File: src/rtl/pipeline_hazard_sequencer.sv
// pipeline_hazard_sequencer: stage-register stall/flush control for the 5-stage MIPS pipeline
module pipeline_hazard_sequencer #(
  parameter int DRAIN_CYCLES = 4,
  parameter int MEM_TIMEOUT  = 64,
  parameter int CNT_W        = 32
) (
  input  logic             clk,
  input  logic             reset_n,
  input  logic [4:0]       id_rs,
  input  logic [4:0]       id_rt,
  input  logic             id_uses_rt,
  input  logic             id_jump,
  input  logic             ex_regwrite,
  input  logic             ex_memtoreg,
  input  logic [4:0]       ex_writereg,
  input  logic             ex_branch_taken,
  input  logic             mem_access,
  input  logic             dmem_ready,
  input  logic             halt_req,
  output logic             stall_pc,
  output logic             stall_ifid,
  output logic             stall_idex,
  output logic             stall_exmem,
  output logic             flush_ifid,
  output logic             flush_idex,
  output logic             bubble_memwb,
  output logic             halted,
  output logic             mem_timeout,
  output logic [CNT_W-1:0] stall_cycles
);
  localparam logic [1:0] RUN = 2'd0, MEM_WAIT = 2'd1, DRAIN = 2'd2, HALTED = 2'd3;
  localparam int DW = $clog2(DRAIN_CYCLES) > 0 ? $clog2(DRAIN_CYCLES) : 1;
  localparam int WW = $clog2(MEM_TIMEOUT) > 0 ? $clog2(MEM_TIMEOUT) : 1;
  localparam logic [DW-1:0] DLOAD = DW'(DRAIN_CYCLES - 1);
  localparam logic [WW-1:0] WMAX = WW'(MEM_TIMEOUT - 1);
  logic [1:0] state;
  logic [DW-1:0] dcnt;
  logic [WW-1:0] wcnt;
  logic [CNT_W-1:0] cnt;
  logic live, to_flag, act, hlt, drn, mem_busy, load_use, fl, lu;
  // outputs stay quiet in the reset cycle and the one cycle after it
  assign act = live & reset_n;
  assign hlt = state == HALTED;
  assign drn = state == DRAIN;
  assign mem_busy = act & !hlt & mem_access & !dmem_ready;
  assign load_use = ex_memtoreg & ex_regwrite & (ex_writereg != 5'd0) & !id_jump &
                    ((ex_writereg == id_rs) | (id_uses_rt & (ex_writereg == id_rt)));
  assign fl = act & !hlt & !mem_busy;
  assign lu = fl & !ex_branch_taken & load_use;
  always_comb begin
    stall_pc     = (act & (hlt | drn)) | mem_busy | lu;
    stall_ifid   = mem_busy | lu;
    stall_idex   = mem_busy;
    stall_exmem  = mem_busy;
    bubble_memwb = mem_busy;
    flush_ifid   = (act & hlt) | (fl & (ex_branch_taken | id_jump | drn));
    flush_idex   = fl & (ex_branch_taken | load_use);
    halted       = act & hlt;
    mem_timeout  = act & to_flag;
    stall_cycles = reset_n ? cnt : '0;
  end
  always_ff @(posedge clk) begin
    if (!reset_n) begin
      state   <= RUN;
      live    <= 1'b0;
      dcnt    <= '0;
      wcnt    <= '0;
      to_flag <= 1'b0;
      cnt     <= '0;
    end else begin
      live <= 1'b1;
      if (live) begin
        wcnt <= mem_busy ? (wcnt == WMAX ? wcnt : wcnt + 1'b1) : '0;
        if (mem_busy && wcnt == WMAX) to_flag <= 1'b1;
        if (stall_pc && cnt != '1) cnt <= cnt + 1'b1;
        case (state)
          RUN: begin
            if (mem_busy) state <= MEM_WAIT;
            else if (halt_req) begin
              state <= DRAIN;
              dcnt  <= DLOAD;
            end
          end
          MEM_WAIT: begin
            if (!mem_busy) begin
              state <= halt_req ? DRAIN : RUN;
              dcnt  <= DLOAD;
            end
          end
          DRAIN: begin
            if (!mem_busy) begin
              if (dcnt == '0) state <= HALTED;
              else dcnt <= dcnt - 1'b1;
            end
          end
          default: if (!halt_req) state <= RUN;
        endcase
      end
    end
  end
endmodule

File: config.mk
export PLATFORM = sky130hd
export DESIGN_NAME = pipeline_hazard_sequencer
export DESIGN_NICKNAME = d
export VERILOG_FILES = /design/src/rtl/pipeline_hazard_sequencer.sv
export SDC_FILE = /design/constraint.sdc
export NUM_CORES = 1
export LEC_CHECK = 0
export ABC_AREA = 1
export ABC_CLOCK_PERIOD_IN_PS = 2510
export CORE_ASPECT_RATIO = 0.75
export CORE_MARGIN = 3
export CORE_UTILIZATION = 35
export DETAILED_ROUTE_END_ITERATION = 8
export GPL_TIMING_DRIVEN = 0
export MAX_ROUTING_LAYER = met4
export PLACE_DENSITY_LB_ADDON = 0.3
export SLEW_MARGIN = 30
export SYNTH_ARGS = -nofsm -noshare
export SYNTH_HDL_FRONTEND = slang
export SYNTH_SLANG_ARGS = --single-unit
File: constraint.sdc
create_clock -name clk -period 2.51 [get_ports clk]
set_input_delay 0.251 -clock clk [delete_from_list [all_inputs] [get_ports clk]]
set_output_delay 0.251 -clock clk [all_outputs]
set_load 0.02 [all_outputs]
==> run summary, run 1 <==
result of the run: completed
reg-to-reg critical path startpoint: cnt[0]$_SDFFE_PN0P_
Synth Area in XOR/XNOR: 0.0409
clk sink count: 44
max_cap viols: 0
row count: 30
1st-iter DRT viols: 252
RR Endpoint: cnt[19]$_SDFFE_PN0P_
Max Clock Skew: 6.02 ps
Synthesized Nets: 598
Post-layout nets: 670
Synth Register Bits: 44
Fin. Hold Viols: 0
cell family with most CP delay: buffers and inverters
synthesized area: 3430 um2
Worst-Skew Late Latency: 290 ps
commonest non-fill, non-tap cell in the layout: nand2_1
DP Cell Count: 763
pin count of the biggest net entering global routing: 15
Unique masters post-synth: 32
post-route ant nets: 0
crit start category: input port
Starting Density: 0.370
H-tree depth: 2
routability congestion estimate: 0.952
grt ovf: 0
FF-to-FF setup slack: 160 ps
Die Span Y: 91.7 um
post-synthesis area per instance: 6.01 um2
Fin Hold WS: 441 ps
max-slew violations: 0
initial antenna violation count: 0
count of final setup violators: 0
Worst Tran Pin Value: 785 ps
Peak VDD IR: 0.243 mV
Worst Reg-to-Reg Cells: 11
Vias: 3637
most frequent cells in the layout: 172 x nand2_1, 87 x inv_1, 64 x clkdlybuf4s50_1
worst-path fanout max: 5
number of iterations in the first detailed-routing pass: 5
Die ar.: 11000 um2
crit-path max cell delay: 610 ps
design area: 4400 um2
Layout Cells excl Fill: 771
total core area: 9270 um2
Overall Global Routing Usage: 0.186
Hold Path Cell Cnt: 2
fraction of synthesized area in multiplexers: 0
post-synthesis cell count: 570
Area Growth Syn to Fin: 28.2%
Residual DRC: 0
Clock Root Buffer: clkbuf_16
Detailed Route WL: 9.81 mm
post-route setup slack: 154 ps
Hold-fix buffers, CTS: 0
slowest CP cell: clkdlybuf4s50_1
register area share after synthesis: 0.257
Hold Crit Start: wcnt[4]$_SDFFE_PN0P_
Area after DPL: 4240 um2
fmax: 424 MHz
Ys Warns: 0
crit path kind: in -> out
CP arrival: 2100 ps
Pwr per Cell Area: 371 nW/um2
Crit. End Element: primary output
worst min path class: reg -> reg
CTS tree: done
largest family of logic cells by synthesized area: simple AND/OR/NAND/NOR gates
Slew HR: 0.477
Hold Path Sink: wcnt[4]$_SDFFE_PN0P_
I/O pin total: 66
P_leak: 1.86 nW
RSZ-0062 raised after global routing: no
Min Clock Period, post-route: 2360 ps
vias per cell: 4.72
share of cells above drive strength 1: 0.146
post-CTS sizing: 2
number of global-route vias before repair: 3295
DR WL/cell: 12.7 um
# Post-CTS Setup Buffers: 0
number of port buffers: 65
first-pass GRT wire length: 16.2 mm
clock-pin slew on the worst setup and hold paths: 60 ps
post-synthesis compound-gate area fraction: 0.116
fin crit share: 0.939
crit-path cells: clkdlybuf4s50_1, nand2_1, a21oi_1, nand2_1, nor2_1, nand3_1, nand2_1, clkdlybuf4s50_1
die extent in x: 120 um
CP most frequent cell: nand2_1
crit path buf inv count: 2
fill count: 985
Worst Path Required: 2260 ps
n_diodes: 0
simple-gate share of the synthesized area: 0.446
dpl hpwl: 7.86 mm
TritonCTS buffer count: 5
clock buffer depth: 2
adder-cell share of the synthesized area: 0.0109
post-place setup slack: -212 ps
==> routing by layer <==
metal	track usage	part of all wire	vias up
met5	-	0	-
met3	0.0259	0.054	7
li1	-	-	1914
met4	0.0481	0.011	0
met1	0.277	0.53	1611
met2	0.261	0.40	105
==> stage by stage <==
| stage | util | setup TNS, ps | power (W) |
|---|---|---|---|
| floorplan | - | 0 | 0.000875 |
| global placement | 0.457 | -2950 | 0.000961 |
| detailed placement | 0.457 | -3520 | 0.000969 |
| CTS | 0.474 | 0 | 0.00165 |
| global route | 0.474 | 0 | 0.00171 |
| finish | 0.474 | 0 | 0.00163 |
==> power by group <==
group	internal (W)	total (W)	switching [W]	leakage, nW
Clock	0.000396	0.000678	0.000282	0.0691
Combinational	0.0000933	0.000225	0.000132	1.43
Sequential	0.000712	0.000729	0.0000175	0.356
==> final cells by class <==
class / instances / area, um2 / area share
buffer: 18 / 108 / 0.0245
clock buffer: 6 / 139 / 0.0316
clock inverter: 2 / 15.0 / 0.00342
inverter: 91 / 342 / 0.0777
multi-input combinational: 417 / 2110 / 0.479
sequential: 44 / 881 / 0.200
tap: 128 / 160 / 0.0364
timing repair buffer: 65 / 646 / 0.147
==> flip-flops by register name, indices dropped and copies added, names as in the netlist <==
register  count
cnt          32
to_flag       1
state         2
wcnt          6
dcnt          2
live          1
==> worst reg2reg max path: cells and delay by family (launching register included) <==
family,cells,cell delay (ps)
adder cells (fa/ha/maj),1,330
AO/OA/AOI/OAI,1,60
buffers and inverters,2,390
flip-flops,1,510
AND/OR/NAND/NOR,7,910
==> synthesized netlist by cell type <==
cell type,count,area [um2]
nand3_4,1,17.5
a211oi_1,2,15.0
buf_4,2,15.0
nand3b_1,2,15.0
clkbuf_1,6,22.5
nor3b_1,2,15.0
o21ai_1,1,5.00
clkinv_1,1,3.75
o211a_1,1,10.0
nand4_1,2,12.5
o22ai_1,1,6.26
xor2_1,11,96.3
a21oi_1,10,50.1
ha_1,3,37.5
dfxtp_1,44,881
buf_2,4,20.0
buf_1,3,11.3
nor2_4,2,22.5
nand3_1,53,265
a31oi_1,2,12.5
o21ai_0,9,45.0
nor3_1,18,90.1
nand2_2,33,206
nor2_1,55,206
nand2_1,172,646
buf_6,3,33.8
inv_1,87,327
inv_2,3,11.3
nand2_4,1,11.3
xnor2_1,5,43.8
nor3_2,2,20.0
a21oi_2,29,254
==> cells by family after synthesis <==
group	count (synthesis)
xor gates and xnor gates	16
and+or+nand+nor	343
DFF	44
AOI/OAI and AO/OA	55
adders and majority gates	3
buffers and inverters	109
==> worst max-delay path by stage <==
stage / cells past startpoint / start / slack (ps) / end
after floorplan: 11 / cnt[0]$_SDFFE_PN0P_ / 670 / cnt[11]$_SDFFE_PN0P_
final: 8 / reset_n / 150 / stall_ifid
after CTS: 6 / reset_n / 50 / stall_cycles[17]
after global routing: 11 / cnt[0]$_SDFFE_PN0P_ / 10 / cnt[17]$_SDFFE_PN0P_
after global placement: 9 / reset_n / -220 / stall_pc
after detailed placement: 9 / reset_n / -210 / stall_pc
Note: power is estimated with default switching activity, not from simulation.
==> run 2: changes to the inputs <==
ABC_AREA = 0   (was 1)
REMOVE_ABC_BUFFERS = 1   (was not set)
SETUP_SLACK_MARGIN = 0.3   (was not set)
==> run summary, run 2 <==
result of the run: completed
reg-to-reg critical path startpoint: cnt[3]$_SDFFE_PN0P_
FF-to-FF setup slack: 370 ps
Sequential Power Share: 0.526
RR Endpoint: cnt[28]$_SDFFE_PN0P_
Residual DRC: 0
max FFs per register: 32
synthesized area: 2620 um2
P_leak: 1.32 nW
Clock Root Buffer: clkbuf_8
Crit. End Element: register
RSZ-0062 raised after global routing: yes
number of global-route vias before repair: 2510
Starting Density: 0.373
clk sink count: 44
first-pass GRT wire length: 11.9 mm
share of cells above drive strength 1: 0.191
Overall Global Routing Usage: 0.175
routability congestion estimate: 0.802
CP arrival: 2330 ps
Area Growth Syn to Fin: 40.7%
worst min path class: in -> reg
fmax: 468 MHz
vias per cell: 5.21
CTS tree: done
worst-path fanout max: 7
number of iterations in the first detailed-routing pass: 4
Hold Path Sink: live$_DFF_P_
Die Span Y: 80.9 um
dpl hpwl: 4.66 mm
max_cap viols: 0
Pwr per Cell Area: 367 nW/um2
count of final setup violators: 0
fill count: 703
Sw Ratio: 0.256
most common cell in the netlist: dfxtp_1
I/O pin total: 66
crit path kind: reg -> reg
die extent in x: 106 um
Vias: 2578
pin count of the biggest net entering global routing: 38
Biggest register: cnt
Synth Register Bits: 44
H-tree depth: 2
Ys Warns: 0
Unique masters post-synth: 50
Peak VDD IR: 0.311 mV
Min Clock Period, post-route: 2140 ps
initial antenna violation count: 0
TritonCTS buffer count: 5
most frequent cells in the layout: 52 x clkdlybuf4s50_1, 42 x dfxtp_1, 41 x nor2_1
Comb pwr share: 0.131
row count: 26
post-synthesis area per instance: 8.07 um2
Post-layout nets: 424
Multi-input gate area: 1800 um2
total core area: 7030 um2
Hold Crit Start: reset_n
final core area utilization: 0.525
Clock power frac: 0.343
Worst Reg-to-Reg Cells: 5
top cells by count, synth: 44 x dfxtp_1, 42 x nor2_1, 27 x nand2_1
Worst Path Required: 2710 ps
predominant post-synthesis flop cell: dfxtp_1
Hold Path Cell Cnt: 1
fin crit share: 0.852
top-area cell type share of the netlist area: 0.336
Fin. Hold Viols: 0
clock buffer depth: 2
Post-synth EDFFs: 0
post-route ant nets: 0
Max Clock Skew: 12.3 ps
post-route setup slack: 372 ps
clock-pin slew on the worst setup and hold paths: 90 ps
1st-iter DRT viols: 118
Die ar.: 8570 um2
register area: 886 um2
post-place setup slack: -586 ps
area leader, netlist: dfxtp_1
Detailed Route WL: 7.25 mm
Slew HR: 0.566
Largest regs: cnt: 32 flops, wcnt: 6 flops
max-slew violations: 0
grt ovf: 0
post-synthesis cell count: 325
switching power: 0.000346 W
Worst-Skew Late Latency: 300 ps
dominant cells by area after synthesis: dfxtp_1 34%, mux2_2 9.0%, and2_1 6.2%
crit start category: register
DR WL/cell: 14.7 um
number of port buffers: 65
Hold-fix buffers, CTS: 0
Worst Tran Pin Value: 651 ps
asr flop ratio synth: 0
register area share after synthesis: 0.336
commonest non-fill, non-tap cell in the layout: clkdlybuf4s50_1
Int Power: 0.00101 W
n_diodes: 0
## run 2: changes by cell type after synthesis, moves of 21 or more
| cell | before | now |
|---|---|---|
| mux2_2 | 0 | 21 |
| inv_1 | 87 | 13 |
| nand2_1 | 172 | 27 |
| a21oi_2 | 29 | 0 |
| nand3_1 | 53 | 16 |
| and2_1 | 0 | 26 |
| nand2_2 | 33 | 1 |
## run 2: area by class of cell
cell class / count / share of cell area
inverter: 14 / 0.0143
clock buffer: 6 / 0.0224
clock inverter: 2 / 0.00271
multi-input combinational: 256 / 0.488
tap: 98 / 0.0333
sequential: 44 / 0.240
timing repair buffer: 75 / 0.200
## run 2: through the flow
| stage | instances | hold WS, ps | power [W] | setup TNS (ps) | area [um2] |
|---|---|---|---|---|---|
| floorplan | 311 | 279 | 0.000801 | 0 | 2540 |
| global placement | 474 | 434 | 0.000874 | -50070 | 3310 |
| detailed placement | 474 | 449 | 0.000877 | -12110 | 3310 |
| CTS | 492 | 248 | 0.00136 | 0 | 3580 |
| global route | 495 | 262 | 0.00142 | 0 | 3690 |
| finish | 495 | 255 | 0.00135 | 0 | 3690 |
## run 2: logic make-up (layout without fill, tap and decap cells)
| kind of cell | Yosys count | count (layout) | share of synthesized area |
|---|---|---|---|
| flops | 44 | 44 | 0.336 |
| xor+xnor | 14 | 14 | 0.0468 |
| compound gates | 37 | 37 | 0.0883 |
| fa+ha+maj | 3 | 3 | 0.0143 |
| simple gates | 175 | 178 | 0.361 |
| mux | 24 | 24 | 0.103 |
| buf+inv | 28 | 97 | 0.0511 |
## run 2: worst max path at each step
| stage | from | end | slack [ps] |
|---|---|---|---|
| floorplan | live$_DFF_P_ | cnt[25]$_SDFFE_PN0P_ | 90 |
| global placement | reset_n | cnt[14]$_SDFFE_PN0P_ | -1280 |
| detailed placement | ex_writereg[0] | cnt[30]$_SDFFE_PN0P_ | -590 |
| CTS | cnt[3]$_SDFFE_PN0P_ | cnt[25]$_SDFFE_PN0P_ | 260 |
| global route | id_rt[3] | cnt[28]$_SDFFE_PN0P_ | 290 |
| finish | cnt[3]$_SDFFE_PN0P_ | cnt[28]$_SDFFE_PN0P_ | 370 |
## run 2: repair_timing
| action | CTS | global route |
|---|---|---|
| setup buffers | 7 | 3 |
| resized for setup | 33 | 16 |
| pin swaps | 8 | 8 |
| setup endpoints to repair | 49 | 26 |
| cloned | 3 | 0 |
## run 2: power groups by stage
stage	clock [W]	sequential [W]	combinational (W)
after floorplan	0	0.000728	0.0000724
after global placement	0	0.000731	0.000143
after detailed placement	0	0.000731	0.000146
after CTS	0.000476	0.000711	0.000174
after global routing	0.000506	0.000713	0.000197
final	0.000464	0.000711	0.000178
## run 2: worst max-delay path: stages (launching register included)
cell	delay, ps
dfxtp_1	440
and4_4	280
nor3b_4	240
nand4_4	200
or4b_1	570
mux2_1	310
## run 2: metal layers
layer / global-route usage / wire length (um) / vias to the layer above
li1: - / - / 1297
met1: 0.224 / 3430 / 1204
met2: 0.286 / 3290 / 72
met3: 0.0389 / 487 / 5
met4: 0.0401 / 40 / 0
met5: - / 0 / -
